--- src/rtl/tdm_pkg.sv ---
// Shared TDM link definitions for the 4:1 mux/demux family: default frame
// geometry, receiver framing states and the error-counter helper.
package tdm_pkg;

    localparam int NCH_DEF     = 4;
    localparam int SEL_W_DEF   = $clog2(NCH_DEF);
    localparam int ERR_CNT_W   = 8;
    localparam logic [ERR_CNT_W-1:0] ERR_CNT_MAX = '1;

    // Receiver framing state: hunting for a marker, or tracking slots.
    typedef enum logic {
        HUNT   = 1'b0,
        LOCKED = 1'b1
    } state_t;

    // Saturating increment: the error count sticks at all-ones, never wraps.
    function automatic logic [ERR_CNT_W-1:0] sat_inc(input logic [ERR_CNT_W-1:0] v);
        return (v == ERR_CNT_MAX) ? v : v + 1'b1;
    endfunction

endpackage

--- src/rtl/tdm_slot_ctr.sv ---
// Slot-index counter: wraps naturally at 2**SEL_W, can be cleared to 0 or
// loaded with 1 (the slot that follows a frame marker).
module tdm_slot_ctr #(
    parameter int SEL_W = 2
) (
    input  logic             clk,
    input  logic             rst,
    input  logic             clr,
    input  logic             load1,
    input  logic             inc,
    output logic [SEL_W-1:0] cnt
);

    localparam logic [SEL_W-1:0] ONE = SEL_W'(1);

    // Counter register; clear beats load, load beats increment.
    // NOTE: sequential state uses non-blocking assignments so every register
    // samples pre-edge values regardless of block ordering.
    always_ff @(posedge clk or posedge rst) begin
        if (rst)
            cnt <= '0;
        else if (clr)
            cnt <= '0;
        else if (load1)
            cnt <= ONE;
        else if (inc)
            cnt <= cnt + 1'b1;
    end

endmodule

--- src/rtl/tdm_demux_4_1.sv ---
// TDM receiver: locks onto the frame marker, captures each slot into a
// shadow register and publishes a whole frame on a in a single cycle.
module tdm_demux_4_1
    import tdm_pkg::*;
#(
    parameter  int NCH    = NCH_DEF,
    parameter  int DATA_W = 1,
    localparam int SEL_W  = $clog2(NCH)
) (
    input  logic                  clk,
    input  logic                  rst,
    input  logic                  en,
    input  logic                  sync,
    input  logic [DATA_W-1:0]     din,
    output logic [NCH*DATA_W-1:0] a,
    output logic [SEL_W-1:0]      s,
    output logic                  frame_valid,
    output logic                  locked,
    output logic                  sync_err,
    output logic [ERR_CNT_W-1:0]  err_cnt
);

    localparam logic [SEL_W-1:0] LAST_SLOT = SEL_W'(NCH - 1);

    state_t            state, state_nxt;
    logic              ctr_clr, ctr_load1, ctr_inc;
    logic              cap_en;
    logic [SEL_W-1:0]  cap_idx;
    logic              publish;
    logic              err;
    logic [DATA_W-1:0] shadow [NCH];

    tdm_slot_ctr #(.SEL_W(SEL_W)) u_slot_ctr (
        .clk   (clk),
        .rst   (rst),
        .clr   (ctr_clr),
        .load1 (ctr_load1),
        .inc   (ctr_inc),
        .cnt   (s)
    );

    // Framing state register.
    always_ff @(posedge clk or posedge rst) begin
        if (rst)
            state <= HUNT;
        else
            state <= state_nxt;
    end

    // Next-state and per-slot control decode; nothing happens without en.
    // NOTE: every output of this block gets a default first, so no path can
    // leave a signal unassigned and infer a latch.
    always_comb begin
        state_nxt = state;
        ctr_clr   = 1'b0;
        ctr_load1 = 1'b0;
        ctr_inc   = 1'b0;
        cap_en    = 1'b0;
        cap_idx   = '0;
        publish   = 1'b0;
        err       = 1'b0;
        if (en) begin
            unique case (state)
                HUNT: begin
                    // Unsynced slots are ignored silently while hunting.
                    if (sync) begin
                        cap_en    = 1'b1;
                        ctr_load1 = 1'b1;
                        state_nxt = LOCKED;
                    end
                end
                LOCKED: begin
                    if (s == '0) begin
                        if (sync) begin
                            cap_en    = 1'b1;
                            ctr_load1 = 1'b1;
                        end else begin
                            // Missing marker: drop lock and hunt again.
                            err       = 1'b1;
                            ctr_clr   = 1'b1;
                            state_nxt = HUNT;
                        end
                    end else if (sync) begin
                        // Early marker: abandon the partial frame and
                        // restart it at slot 0 without losing lock.
                        err       = 1'b1;
                        cap_en    = 1'b1;
                        ctr_load1 = 1'b1;
                    end else begin
                        cap_en  = 1'b1;
                        cap_idx = s;
                        ctr_inc = 1'b1;
                        publish = (s == LAST_SLOT);
                    end
                end
                default: state_nxt = HUNT;
            endcase
        end
    end

    // Shadow capture of the current slot sample.
    // NOTE: the shadow array is small and its reset value is observable
    // behaviour, so it is reset explicitly rather than left as plain RAM.
    always_ff @(posedge clk or posedge rst) begin
        if (rst) begin
            for (int k = 0; k < NCH; k++)
                shadow[k] <= '0;
        end else if (cap_en) begin
            shadow[cap_idx] <= din;
        end
    end

    // Atomic frame publish: the last slot goes straight from din, the rest
    // from the shadow, so a never shows a partially assembled frame.
    always_ff @(posedge clk or posedge rst) begin
        if (rst) begin
            a <= '0;
        end else if (publish) begin
            for (int k = 0; k < NCH - 1; k++)
                a[k*DATA_W +: DATA_W] <= shadow[k];
            a[(NCH-1)*DATA_W +: DATA_W] <= din;
        end
    end

    // Status pulses and the saturating framing-error counter.
    always_ff @(posedge clk or posedge rst) begin
        if (rst) begin
            frame_valid <= 1'b0;
            sync_err    <= 1'b0;
            err_cnt     <= '0;
        end else begin
            frame_valid <= publish;
            sync_err    <= err;
            if (err)
                err_cnt <= sat_inc(err_cnt);
        end
    end

    assign locked = (state == LOCKED);

endmodule

--- config.mk ---
export PLATFORM = sky130hd
export DESIGN_NAME = tdm_demux_4_1
export DESIGN_NICKNAME = d
export VERILOG_FILES = /design/src/rtl/tdm_pkg.sv /design/src/rtl/tdm_slot_ctr.sv /design/src/rtl/tdm_demux_4_1.sv
export SDC_FILE = /design/constraint.sdc
export NUM_CORES = 1
export LEC_CHECK = 0
export ABC_AREA = 0
export CAP_MARGIN = 20
export CORE_MARGIN = 2
export CORE_UTILIZATION = 35
export CTS_CLUSTER_DIAMETER = 30
export DETAILED_ROUTE_END_ITERATION = 10
export PLACE_DENSITY = 0.69
export SETUP_SLACK_MARGIN = 0.5
export SLEW_MARGIN = 20
export SYNTH_ARGS = -nofsm -noshare
export SYNTH_HDL_FRONTEND = slang
export SYNTH_HIERARCHICAL = 1
export SYNTH_SLANG_ARGS = --single-unit
--- constraint.sdc ---
create_clock -name clk -period 2.85 [get_ports clk]
set_input_delay 0.7125 -clock clk [delete_from_list [all_inputs] [get_ports clk]]
set_output_delay 0.7125 -clock clk [all_outputs]
set_load 0.005 [all_outputs]
Word-level counts from Yosys, hierarchy flattened
Index checks and enable logic that the tools add are counted.

storage, ports and cells
  register bits after elaboration = 21
  latch bits = 0
  RAM bits = 0
  ROM bits = 0
  logic and storage cells = 52
  memories = 0

operators by class
  add/sub/neg operators = 2
  multiply operators = 0
  divide/modulo/power cells = 0
  order comparisons = 2
  eq/ne operators = 2
  shift-type cells = 0
  multiplexer cells = 29
  bitwise logic cells = 3
  reduce and logical (&&, ||, !) cells = 4

operators with widths
  kind                 count
  $mux 1               19
  $mux 2               7
  $add 8x1->8 const B  1
  $eq 8x8->1 const B   1
  $bwmux 4             1
  $ge 3x3->1 const B   1
  $lt 3x1->1 const B   1
  $not 2->3            1
  $reduce_bool 3->1    1
  $add 2x1->2 const B  1
  $demux 1 s2          1
  $eq 2x2->1 const B   1
  $logic_not 2->1      1
  $not 1->1            2
  $pmux 1 s2           1
  $reduce_and 2->1     1
  $logic_and 1x1->1    1

Depth between registers and ports, before layout
  depth in word-level cells = 10
  depth in mapped cells = 7
  mapped depth without buffers = 6

By module
Netlist, hierarchy kept.

by module, submodules not included
  module         times used  cells an instance  area each (µm²)  seq. area each (µm²)
  tdm_demux_4_1  1           73                 860.8            450.4
  tdm_slot_ctr   1           9                  101.3            50.0

Worst setup path before layout
OpenSTA, ideal clock, no wires.

  path type = in2reg
  start = input sync
  end = register err_cnt[7]
  setup time = 0.127 ns
  data arrival time = 1.873 ns
  data required time = 2.723 ns
  path slack = 0.849 ns
  stages on the path = 7
  cell sequence = inv_1 ha_1 and3b_1 buf_6 nand4_4 nor2b_2 mux2_1

on the way
  word-level cells in the longest chain between the ends = 5

RTL lines
  what                                 RTL line                                  text
  from (decl)                          tdm_demux_4_1.sv:13                       input logic sync,
  $mux 1, on equally long branches     tdm_demux_4_1.sv:83, tdm_demux_4_1.sv:74
  $mux 1 *                             tdm_demux_4_1.sv:73                       if (s == '0) begin
  $mux 1 *                             tdm_demux_4_1.sv:63                       unique case (state)
  $mux 1 *                             tdm_demux_4_1.sv:62                       if (en) begin
  named net err                        tdm_demux_4_1.sv:30                       logic err;
  $reduce_and 2->1 (no source line) *  n/a
  to (signal assigned)                 tdm_demux_4_1.sv:135                      err_cnt <= sat_inc(err_cnt);
  to (decl)                            tdm_demux_4_1.sv:20                       output logic [ERR_CNT_W-1:0] err_cnt

The timed path passes the listed nets; every way through them passes the cells marked *.
A chain may end at the register's enable or synchronous reset.

Final worst setup path
  start = input sync
  end = register err_cnt[5]

on the way
  word-level cells in the longest chain between the ends = 5

RTL lines
  what                                 RTL line
  $mux 1, on equally long branches     tdm_demux_4_1.sv:83, tdm_demux_4_1.sv:74
  $mux 1 *                             tdm_demux_4_1.sv:73
  $mux 1 *                             tdm_demux_4_1.sv:63
  $mux 1 *                             tdm_demux_4_1.sv:62
  $reduce_and 2->1 (no source line) *  n/a

Mark *: on every way between the ends. The rest lies on a longest branch, timed or not.

==> flow_metrics.tcl <==
set metrics [dict create \
    drt_iter0_drc 8 \
    gr-total-overflow 0 \
    rrSetupSlack_ns 0.90 \
    place_ws_ns 0.242 \
    die-area_um2 3180 \
    startpoint_type "primary input" \
    grt_max_degree 19 \
    yosysWarnings 6 \
    clk_pin_slew_ns 0.12 \
    finalHoldViolCount 0 \
    initial_core_util_pct 35.8 \
    numCtsBuffers 3 \
    syn_nets 89 \
    clock_latency_ns 0.30 \
    grt_setup_unrepaired "false" \
    setup_ws_ns 0.626 \
    path_class "primary input to register" \
    fp.dieW_um 56.4 \
    synth-compound-area-share_pct 4.42 \
    antenna_cells 0 \
    synth_adder_area_share_pct 2.60 \
    root_buffer "clkbuf_4" \
    leakage_nw 0.537 \
    portBuffers 21 \
    grt_pass1_vias 699 \
    gp_congestion 0.814 \
    synth_cells 82 \
    drt-total-wl_um 1760 \
    required_ns 3.05 \
    status "complete, no violations" \
    grt_pass1_wl_um 3090 \
    core_area_um2 2690 \
    tightest_slew_ns 0.700 \
    drive_above_1_share_pct 19.6 \
    cpMaxStageDelayCell "clkdlybuf4s50_1" \
    drc 0 \
    synth_mux_area_share_pct 12.9 \
    cp_max_fo 5 \
    vias 684 \
    grt_antenna_before_repair 0 \
    boundaryPins 22 \
    setup_violations 0 \
    cts_tree "yes" \
    period_needed_ns 2.22 \
    area_growth_pct 31.1 \
    setup_tns_ns 0 \
    n_fill_cell 266 \
    max_freq_ghz 0.450 \
    cp_cell_sequence "clkdlybuf4s50_1, inv_1, ha_1, and3b_2, nand4_4, nor2_1, mux2_1" \
    synth_cell_types 25 \
    rows 19 \
    yosys.area_share.simple_pct 21.7 \
    cp-end-kind "register" \
    nets 115 \
    clockBufferDepth 2 \
    slew-limit-headroom_pct 53.3 \
    hold_path.class "register to register" \
    cts_max_level 1 \
    die_y_um 56.4 \
    drv_slew 0 \
    grt_usage_pct 12.6 \
    cp_data_arrival_time_ns 2.42 \
    synth_top_family_by_area "simple AND/OR/NAND/NOR gates" \
    dr.pass1.iters 4 \
    post_cts_buffers 0 \
    routedWlPerCell_um 12.7 \
    finClkSkew_ns 0.0116 \
    detail-route-antenna-nets 0 \
    avgSynthCellArea_um2 11.7 \
    seq_area_frac_synth_pct 52.0 \
    period_share_pct 78.0 \
    critPathMaxStageDelay_ns 0.48 \
    p_per_area_nw_per_um2 930 \
    synth_area_um2 962 \
    hpwl_um 1310 \
    avgViaCountPerCell 4.96 \
    synth_seq_cells 20 \
    maxCapViolations 0 \
    vdd_drop_max_v 0.000529 \
    synth_xor_area_share_pct 3.64 \
    cts_sinks 20 \
]
==> kinds of logic (layout without fill, tap and decap cells) <==
group	count (synthesis)	after routing
simple gates	34	34
flops	20	20
mux	11	11
compound gates	6	6
buf+inv	5	30
xor+xnor	4	4
fa+ha+maj	2	2
==> power breakdown <==
group          internal [mW]  switching, mW  total (mW)
logic                  0.282          0.155       0.438
clock network          0.142         0.0889       0.231
registers              0.392          0.113       0.505
total                  0.817          0.357        1.17
==> placed cells by master (no fill, tap or decap), types with 2 or more instances in the layout <==
master / n
mux2_2: 9
nor3_1: 2
mux2_1: 2
xnor2_1: 4
clkdlybuf4s50_1: 21
ha_1: 2
inv_1: 4
dfrtp_1: 20
nand3b_1: 3
nand3_1: 2
a21oi_1: 4
nand2b_1: 2
nand2_1: 10
nor2_1: 6
clkbuf_4: 3
==> metrics by stage <==
stage / area, um^2 / power, mW / std cells / util [%] / hold slack (ns)
6_report: 1260 / 1.17 / 138 / 46.9 / 0.517
5_1_grt: 1260 / 1.26 / 138 / 46.9 / 0.537
4_1_cts: 1260 / 1.19 / 138 / 46.9 / 0.521
3_5_place_dp: 1210 / 0.954 / 134 / 44.9 / 0.493
3_3_place_gp: 1210 / 0.943 / 134 / 44.9 / 0.482
2_1_floorplan: 962 / 0.730 / 82 / - / 0.454
==> path summary, 6_finish.rpt <==
check,start,end,cells after the start
setup reg to reg,u_slot_ctr/cnt[0]$_DFFE_PP0P_,err_cnt[5]$_DFFE_PP0P_,6
hold reg to reg,shadow[2]$_DFFE_PP0P_,a[1]$_DFFE_PP0P_,1
max in group asynchronous,rst,err_cnt[2]$_DFFE_PP0P_,2
setup / recovery,sync,err_cnt[5]$_DFFE_PP0P_,7
min in group asynchronous,rst,u_slot_ctr/cnt[1]$_DFFE_PP0P_,2
hold / removal,shadow[2]$_DFFE_PP0P_,a[1]$_DFFE_PP0P_,1
==> registers in the layout, summed over array words and instances, names as in the netlist <==
register and cells:
err_cnt 8, frame_valid 1, u_slot_ctr/cnt 2, sync_err 1
locked 1, a 4, shadow 3
==> Yosys cell counts, drive strengths merged <==
master  number  area share, %
dfrtp       20             52
mux2        11             13
nand2       10            3.9
nor2         6            2.3
a21oi        4            2.1
inv          4            1.6
nor3         4            3.8
xnor2        4            3.6
nand3b       3            2.3
ha           2            2.6
nand2b       2            1.3
nand3        2            1.0
nand4        2            2.9
a211oi       1            1.3
a21bo        1            1.0
and2         1           0.65
and3         1           0.78
and3b        1           0.91
and4         1           0.91
buf          1            1.2
nor2b        1           0.91
==> critical path: cells and delay by family <==
kind	cells	cell delay, ns
adders and majority gates	1	0.29
buffers and inverters	2	0.53
muxes	1	0.33
and+or+nand+nor	3	0.56
==> layer usage <==
layer  vias to the layer above  GRT usage, %  share of wire, %
met4                         0          5.10                 0
met2                        19          19.8                47
li1                        331             -                 -
met1                       334          15.7                48
met3                         0          4.61               5.2
met5                         -             0                 0
==> layout make-up <==
| class | instances | area [um^2] | area share [%] |
|---|---|---|---|
| well taps | 31 | 38.8 | 3.08 |
| multi-input cells | 57 | 437 | 34.6 |
| clock inverters | 1 | 30.0 | 2.38 |
| clock buffers | 3 | 22.5 | 1.79 |
| flip-flops and latches | 20 | 500 | 39.7 |
| inverters | 4 | 15.0 | 1.19 |
| repair buffers | 22 | 218 | 17.3 |
==> repair_timing <==
action / CTS / global route
hold buffers: 0 / 0
setup endpoints to repair: 0 / 2
resized for setup: 0 / 1
endpoints found under the hold margin: 0 / 0
(Power assumes the default switching activity.)
